<file path="config.mk">
export PLATFORM = sky130hd
export DESIGN_NAME = path_gen
export DESIGN_NICKNAME = d
export VERILOG_FILES = /design/src/rtl/path_gen_pkg.sv /design/src/rtl/path_gen.sv
export SDC_FILE = /design/constraint.sdc
export NUM_CORES = 1
export LEC_CHECK = 0
export BUFFER_PORTS_ARGS = -buffer_cell sky130_fd_sc_hd__buf_4
export CAP_MARGIN = 40
export CORE_MARGIN = 2
export CORE_UTILIZATION = 45
export DETAILED_ROUTE_END_ITERATION = 7
export HOLD_SLACK_MARGIN = 0.05
export PLACE_DENSITY = 0.76
export SLEW_MARGIN = 20
export SYNTH_ARGS = -nofsm -noshare
export SYNTH_HDL_FRONTEND = slang
export SYNTH_SLANG_ARGS = --single-unit
</file>
<file path="constraint.sdc">
create_clock -name Clock -period 2.2 [get_ports Clock]
set_clock_uncertainty 0.1 [all_clocks]
set_input_delay 0.11 -clock Clock [delete_from_list [all_inputs] [get_ports Clock]]
set_output_delay 0.11 -clock Clock [all_outputs]
set_load 0.005 [all_outputs]
</file>
<file path="src/rtl/path_gen_pkg.sv">
// -----------------------------------------------------------------------------
// path_gen_pkg
//   Shared definitions for the heap-order tree path walker.
//   - ORAML_DEFAULT : default tree depth (levels below the root).
//   - branch_offset : offset added to 2*i when descending from node i
//                     (left child 2i+1, right child 2i+2).
// -----------------------------------------------------------------------------
package path_gen_pkg;

    localparam int ORAML_DEFAULT = 32;

    // Dir = 0 picks the left child (+1), Dir = 1 the right child (+2).
    function automatic logic [1:0] branch_offset(input logic dir);
        return dir ? 2'd2 : 2'd1;
    endfunction

endpackage

</file>
<file path="src/rtl/path_gen.sv">
// -----------------------------------------------------------------------------
// path_gen
//   Binary-tree path walker. Starting at the root (index 0) it descends one
//   level per accepted step and presents the heap-order index of the current
//   node. The left/right choice at each step comes from Dir.
//
// Parameters
//   ORAML   : tree depth in levels below the root; index is ORAML+1 bits.
//
// Ports
//   Clock   : in  1        rising-edge clock
//   Reset   : in  1        asynchronous, active-high; returns walker to root.
//                          Also pulsed synchronously by callers to restart.
//   Enable  : in  1        step qualifier
//   Switch  : in  1        descent permit; a step needs Enable && Switch
//   Dir     : in  1        0 = left child, 1 = right child (step cycles only)
//   BktIdx  : out ORAML+1  current node index (registered, no handshake)
//
// Index arithmetic is unsigned and wraps modulo 2^(ORAML+1); the caller is
// responsible for not stepping more than ORAML times per walk and for tracking
// the current depth.
// -----------------------------------------------------------------------------
module path_gen
    import path_gen_pkg::*;
#(
    parameter int ORAML = ORAML_DEFAULT
) (
    input  logic             Clock,
    input  logic             Reset,
    input  logic             Enable,
    input  logic             Switch,
    input  logic             Dir,
    output logic [ORAML:0]   BktIdx
);

    localparam int IDX_W = ORAML + 1;

    logic [IDX_W-1:0] idx;
    logic             step;

    // Heap-order child: 2*node + 1 + dir, truncated to the index width.
    function automatic logic [IDX_W-1:0] child_of(input logic [IDX_W-1:0] node,
                                                  input logic             dir);
        return (node << 1) + IDX_W'(branch_offset(dir));
    endfunction

    assign step = Enable & Switch;

    // ---- stage p0: node register (reset wins over a same-cycle step) ----
    always_ff @(posedge Clock or posedge Reset) begin
        if (Reset) begin
            idx <= '0;
        end else if (step) begin
            idx <= child_of(idx, Dir);
        end
    end

    assign BktIdx = idx;

endmodule

</file>
=== After elaboration in Yosys (flattened, before gate mapping) ===
Index checks and enable logic that the tools add are counted.

* Register bits after elaboration: 33

* Bitwise gates (word level): 1
* Mux-type cells: 1
* $add $sub $neg: 1

{| class="wikitable"
|+ Operators by type and width
! kind !! number
|-
| $add A33 B2 Y33 || 1
|-
| $mux W2 || 1
|-
| $and A1 B1 Y1 || 1
|}

=== Longest topological paths before layout ===
Gate-level depths: netlist of the first run.

* Depth in word-level cells: 2
* Gate-level depth with buffers: 7
* Gate-level depth less buffers: 7

=== Worst setup path before layout of the first run ===
OpenSTA, ideal clock, no wires.

* Path kind: register to register
* Start: register idx[0], in the netlist BktIdx[0]
* End: register idx[15], in the netlist BktIdx[15]
* Stages on the path, launching flop included: 8
* Path slack: 0.368 ns
* Data arrival time: 1.604 ns
* Path buffers: 0
* Data required time: 1.972 ns
* Period minus slack after synthesis: 1.832 ns
* Setup time: 0.128 ns
* Cells stage by stage: dfrtp_1 > ha_1 > ha_1 > nand2_1 > or3_4 > nor3_2 > xnor2_1 > o21ai_2

* Longest elaborated chain between the ends: 1

{| class="wikitable"
|+ RTL lines
! element !! line !! RTL
|-
| start: declaration || path_gen.sv:38 || <nowiki>logic [IDX_W-1:0] idx;</nowiki>
|-
| start signal: assignment || path_gen.sv:54 || <nowiki>idx <= child_of(idx, Dir);</nowiki>
|-
| $add A33 B2 Y33 || path_gen.sv:44 || <nowiki>return (node << 1) + IDX_W'(branch_offset(dir));</nowiki>
|}

Every way passes these cells.
A chain may end at the register's enable or synchronous reset.

=== Worst setup path after layout of the first run ===
* Start: input port Dir
* End: register idx[25], in the netlist BktIdx[25]

* Longest elaborated chain between the ends: 2

{| class="wikitable"
|+ RTL lines
! element !! line !! RTL
|-
| start: declaration || path_gen.sv:32 || <nowiki>input logic Dir,</nowiki>
|-
| $mux W2 || path_gen_pkg.sv:14 || <nowiki>return dir ? 2'd2 : 2'd1;</nowiki>
|-
| $add A33 B2 Y33 || path_gen.sv:44 ||
|}

Every way passes these cells.

==> results.md, run 1 <==
* Synthesized area at 1840 sq um
* Crit path DAT at 2.14 ns
* Total wire length at 3.91 mm
* Share of cells above drive strength 1 at 26.6%
* Worst skew pair latency at 0.29 ns
* Die W at 67.9 microns
* Final Cycle Share at 92.5%
* Hold_sp: Switch
* Top cells by count, synth: 40 x nand2_1, 33 x dfrtp_1, 20 x xor2_1
* Post-synth top area share at 44.9%
* Slowest cell on crit path: dlygate4sd3_1
* Run status: finished clean
* Area of the core at 3970 sq um
* Wire per inst at 13.4 microns
* # setup viols final at 0
* Vias in the first global route at 1410
* Hold EP: BktIdx[27]$_DFFE_PP0P_
* Post-synthesis sequential area ratio at 44.9%
* Antenna cell count at 0
* Area delta synth->final at 24.6%
* Worst Setup Start Kind: primary input
* Slew headroom at 70.5%
* Post-synth EDFFs at 0
* Worst Reg2Reg Path Length in Cells at 7
* Final GP Congestion at 0.802
* Initial antenna violation count at 0
* HPWL Detailed at 2.75 mm
* Worst setup EP type: flip-flop
* Max FFs per register at 33
* Worst VDD drop at 551 uV
* Clock-pin slew on the worst setup and hold paths at 0.06 ns
* Routing usage on met1 at 23.2%
* Final Hold Vio Count at 0
* Die Area at 4610 sq um
* RSZ-0062 raised after global routing: false
* Lkg Pwr at 0.986 nW
* Worst-Margin Slew at 0.440 ns
* H-tree levels at 2
* DRC at 0
* Slowest stage delay, CP at 0.53 ns
* Largest cells by area after synthesis: dfrtp_1 45%, xor2_1 9.5%, nand2_1 8.2%
* Seq cells post-synth at 33
* Total Nets Final at 248
* Worst hold path class: primary input to flip-flop
* Clock Sink Count at 33
* Final Util at 57.7%
* Max Slew Vio Count at 0
* Crit-path most repeated cell: ha_1
* Yosys warnings at 0
* FFs w/ async S/R, synth at 100%
* CTS tree: built
* Power per Cell Area at 741 nW/um^2
* Post-Synthesis Cells at 197
* Total of max-cap violations at 0
* Final Critical Period at 2.03 ns
* CP Class: primary input to flip-flop
* WP buf/inv at 2
* Ys flop type: dfrtp_1
* Hold Path Depth at 4
* DRT Pass-1 Iters at 5
* CP Max Fanout at 9
* Total I/O pin count at 38
* Synth area leader: dfrtp_1
* Clk buf depth at 2
* Detailed-route vias per instance at 5.34
* Avg Cell Area, Syn at 9.34 sq um
* Via count at 1555
* GR peak layer: met2
* Synth cell types at 25
* Met3 GRT Util at 3.62%
* R2R Path End: BktIdx[25]$_DFFE_PP0P_
* Post-DRT Antenna Nets at 0
* Die height at 67.9 microns
* Gr usage total at 18.3%
* Gr ovfl total at 0
* Starting Density at 46.3%
* Num CTS Buffers at 5
* GR met2 Demand/Resource at 30.2%
* Most common cell in the netlist: nand2_1
* Setup_tns at 0 ns
* Root Driver: clkbuf_8
* Row count at 23
* CP cell instances: dlygate4sd3_1, buf_4, ha_1, ha_1, nand3_1, nor2_2, nand4_1, xor2_1, o21ai_0
* FF-to-FF Start: BktIdx[0]$_DFFE_PP0P_
* Worst path top cell family by delay: buffers and inverters
* Syn_nets at 205
* IO buf count at 37
* Critical Path RT at 2.30 ns
* First-pass GRT wire length at 6.38 mm
* Number of DRC markers in iteration 0 at 89
* Maximum clock rate at 492 MHz
* Worst R2R Setup Slack at 0.23 ns
* Largest net degree at the start of global routing at 34
[cell families (layout without fill, tap and decap cells)]
logic type	count (synthesis)	after routing	share of synthesized area [%]
and+or+nand+nor	88	88	26.4
buffers and inverters	10	54	2.11
muxes	2	2	1.22
DFF	33	33	44.9
AOI/OAI and AO/OA	31	31	9.05
xor gates and xnor gates	30	30	14.3
adders and majority gates	3	3	2.04
[how the worst max path moves through the flow]
stage                     cells past startpoint                      to                   from  slack, ns
final                                         9  BktIdx[25]$_DFFE_PP0P_                    Dir       0.17
after global routing                          9  BktIdx[19]$_DFFE_PP0P_                    Dir       0.01
after CTS                                     9  BktIdx[15]$_DFFE_PP0P_                    Dir       0.17
after detailed placement                      7  BktIdx[15]$_DFFE_PP0P_  BktIdx[0]$_DFFE_PP0P_       0.23
after global placement                        7  BktIdx[15]$_DFFE_PP0P_  BktIdx[0]$_DFFE_PP0P_       0.31
after floorplan                               7  BktIdx[15]$_DFFE_PP0P_  BktIdx[0]$_DFFE_PP0P_       0.37
[cells in the final DEF, fill, tap and decap left out]
| cell | count |
|---|---|
| buf_4 | 42 |
| nand2_1 | 39 |
| dfrtp_1 | 33 |
| xor2_1 | 20 |
| o21ai_0 | 19 |
| nand4_1 | 13 |
| nand3_1 | 11 |
| xnor2_1 | 10 |
| o21ai_1 | 9 |
| nor2_1 | 5 |
| clkbuf_8 | 5 |
| and3_1 | 4 |
| o21ai_2 | 3 |
| ha_1 | 3 |
| nand4_4 | 2 |
| nor2_2 | 2 |
| nor3_1 | 2 |
| nor4_1 | 2 |
| inv_1 | 2 |
| nor3_2 | 2 |
| and2_1 | 2 |
| mux2_2 | 2 |
| clkinv_2 | 2 |
| dlygate4sd3_1 | 2 |
| nand2_2 | 1 |
| or3_4 | 1 |
| nor4_4 | 1 |
| nor4_2 | 1 |
| clkbuf_1 | 1 |
[per-stage QoR]
step,setup slack (ns),power (mW),hold slack [ns],area (sq um),cells
global placement,0.307,1.25,0.134,2190,281
floorplan,0.368,1.04,0.122,1840,197
CTS,0.175,1.71,0.266,2290,291
finish,0.165,1.70,0.251,2290,291
global route,0.0129,1.80,0.306,2290,291
detailed placement,0.232,1.27,0.136,2190,281
[per-layer routing]
layer | vias to the layer above | share of wire, %
met5 | - | 0
met4 | 0 | 1.7
met3 | 7 | 5.2
met2 | 48 | 48
met1 | 737 | 45
li1 | 763 | -
[cell type report]
type,instances,area (sq um)
fillers,366,1680
repair buffers,44,335
inverters,2,7.51
multi-input cells,154,977
well taps,50,62.6
flip-flops and latches,33,826
clock inverters,2,10.0
clock buffers,6,72.6
[worst reg2reg max path: stages, from the launching register on]
cell and delay, ns:
dfrtp_1 0.39, ha_1 0.19, ha_1 0.23, nand3_1 0.11
nor2_2 0.37, nand4_1 0.17, xor2_1 0.18, o21ai_0 0.15
[power breakdown]
group / internal, mW / switching [mW] / leakage (nW)
Sequential: 0.699 / 0.173 / 0.447
Combinational: 0.223 / 0.160 / 0.495
Clock: 0.219 / 0.223 / 0.0450
[timing repair]
action,in CTS,in global routing
setup buffers,0,0
hold buffers,2,0
endpoints found under the hold margin,34,0
setup endpoints to repair,0,0
resized for setup,0,0
Power figures use the tool's default switching activity.
==> inputs of run 2 (changes only) <==
Settings changed: CELL_PAD_IN_SITES_DETAIL_PLACEMENT set to 1, CELL_PAD_IN_SITES_GLOBAL_PLACEMENT set to 1, CORE_UTILIZATION 45 to 41, PLACE_DENSITY 0.76 to 0.87.
==> run 2 against run 1 <==
Register-to-register slack worse by 0.03 ns. Total power is 1.6% higher. Core utilization is 4.6 points lower. Count of clock-buffer cells in the layout is 1 higher. Sequential power is 2% higher. Largest cell class unchanged.
==> results.md, run 2 (synthesized netlist as in run 1, its figures left out) <==
* Row count at 24
* Die W at 71.0 microns
* Crit path DAT at 2.08 ns
* Initial antenna violation count at 0
* Setup_tns at 0 ns
* Max Slew Vio Count at 0
* Final Hold Vio Count at 0
* Post-DRT Antenna Nets at 0
* Total I/O pin count at 38
* Worst skew pair latency at 0.28 ns
* Worst hold path class: primary input to flip-flop
* Gr ovfl total at 0
* Clk buf depth at 2
* Crit. Startpoint: Dir
* Commonest non-fill, non-tap cells in the layout: 42 x buf_4, 39 x nand2_1, 33 x dfrtp_1
* Sequential Power Share at 51.6%
* First-pass GRT wire length at 7.91 mm
* Slowest cell on crit path: dlygate4sd3_1
* Crit-path most repeated cell: ha_1
* H-tree levels at 2
* Share of cells above drive strength 1 at 26.3%
* Worst setup EP type: flip-flop
* Starting Density at 42.5%
* Gate power share at 21.5%
* Final GP Congestion at 0.748
* GR met2 Demand/Resource at 33.6%
* RSZ-0062 raised after global routing: false
* Commonest non-fill, non-tap cell in the layout: buf_4
* Max FFs per register at 33
* Gr usage total at 20.1%
* Vias in the first global route at 1627
* Root Driver: clkbuf_8
* Routing usage on met1 at 26.8%
* DRT Pass-1 Iters at 6
* Non-filler instance count after layout at 292
* CP Max Fanout at 4
* Worst-Margin Slew at 0.505 ns
* Storage cell area at 826 sq um
* Run status: finished clean
* Pwr Total at 1.72 mW
* Clock Sink Count at 33
* Detailed-route vias per instance at 5.55
* Int Power at 1.16 mW
* Total of max-cap violations at 0
* Clock-pin slew on the worst setup and hold paths at 0.07 ns
* Total Nets Final at 248
* IO buf count at 37
* GR peak layer: met2
* Critical Path RT at 2.24 ns
* CP Class: primary input to flip-flop
* Multi-input logic area at 977 sq um
* Power per Cell Area at 750 nW/um^2
* FF-to-FF Start: BktIdx[0]$_DFFE_PP0P_
* Lkg Pwr at 0.986 nW
* Clock share of power at 26.9%
* Sw Pwr at 562 uW
* Post-Place Cells at 283
* Final Critical Period at 2.04 ns
* Worst VDD drop at 505 uV
* Met3 GRT Util at 3.85%
* CP cell instances: dlygate4sd3_1, buf_4, ha_1, ha_1, nand2_1, or3_4, nor2_1, xnor2_1, o21ai_1
* Postcts setup bufs at 0
* CTS tree: built
* Slew headroom at 66.2%
* Die height at 71.0 microns
* Sw frac at 32.6%
* Largest net degree at the start of global routing at 34
* Total wire length at 4.77 mm
* Post_cts resized at 0
* Area of the core at 4320 sq um
* Num CTS Buffers at 5
* Hold_sp: Switch
* Antenna cell count at 0
* Filler cells at 523
* HPWL Detailed at 3.32 mm
* Area delta synth->final at 24.9%
* Wire per inst at 16.3 microns
* # setup viols final at 0
* Worst Setup Start Kind: primary input
* Final Cycle Share at 92.5%
* Via count at 1620
* Slowest stage delay, CP at 0.53 ns
* DRC at 0
* Maximum clock rate at 491 MHz
* Die Area at 5040 sq um
* Number of DRC markers in iteration 0 at 85
run 2: path summary, 6_finish.rpt:
path / end / slack [ns] / cells past startpoint
setup / recovery: BktIdx[13]$_DFFE_PP0P_ / 0.16 / 9
hold / removal: BktIdx[6]$_DFFE_PP0P_ / 0.37 / 4
setup reg to reg: BktIdx[13]$_DFFE_PP0P_ / 0.20 / 7
hold reg to reg: BktIdx[32]$_DFFE_PP0P_ / 0.43 / 2
max in group asynchronous: BktIdx[17]$_DFFE_PP0P_ / 1.32 / 4
min in group asynchronous: BktIdx[18]$_DFFE_PP0P_ / 0.38 / 4
run 2: metal layers:
layer,up-vias,routed length (microns)
li1,763,-
met1,818,2220
met2,33,2320
met3,6,170
met4,0,52
met5,-,0
run 2: critical path, delay by kind of cell:
kind,cells,cell delay [ns]
adders and majority gates,2,0.39
and+or+nand+nor,3,0.68
buffers and inverters,2,0.65
xor gates and xnor gates,1,0.16
AOI/OAI and AO/OA,1,0.09
run 2: final cells by class:
cell class,count,share of cell area [%]
Multi-Input combinational cell,154,42.5
Clock buffer,7,3.76
Timing Repair Buffer,44,14.6
Inverter,2,0.327
Sequential cell,33,35.9
Tap cell,52,2.83
run 2: power by group through the flow:
stage | clock [mW] | combinational, mW | sequential [mW]
CTS | 0.472 | 0.379 | 0.887
finish | 0.463 | 0.371 | 0.890
floorplan | 0 | 0.188 | 0.856
detailed placement | 0 | 0.373 | 0.898
global route | 0.496 | 0.415 | 0.912
global placement | 0 | 0.353 | 0.890
run 2: per-stage QoR:
| stage | util, % | hold slack [ns] | area, sq um | setup WS (ns) |
|---|---|---|---|---|
| 2_1_floorplan | - | 0.122 | 1840 | 0.368 |
| 3_3_place_gp | 50.7 | 0.139 | 2190 | 0.337 |
| 3_5_place_dp | 50.7 | 0.139 | 2190 | 0.211 |
| 4_1_cts | 53.1 | 0.357 | 2300 | 0.172 |
| 5_1_grt | 53.1 | 0.421 | 2300 | 0.0187 |
| 6_report | 53.1 | 0.368 | 2300 | 0.164 |
run 2: repair_timing:
action                     in CTS  in global routing
hold buffers                    2                  0
hold endpoints to repair       34                  0
setup endpoints to repair       0                  0
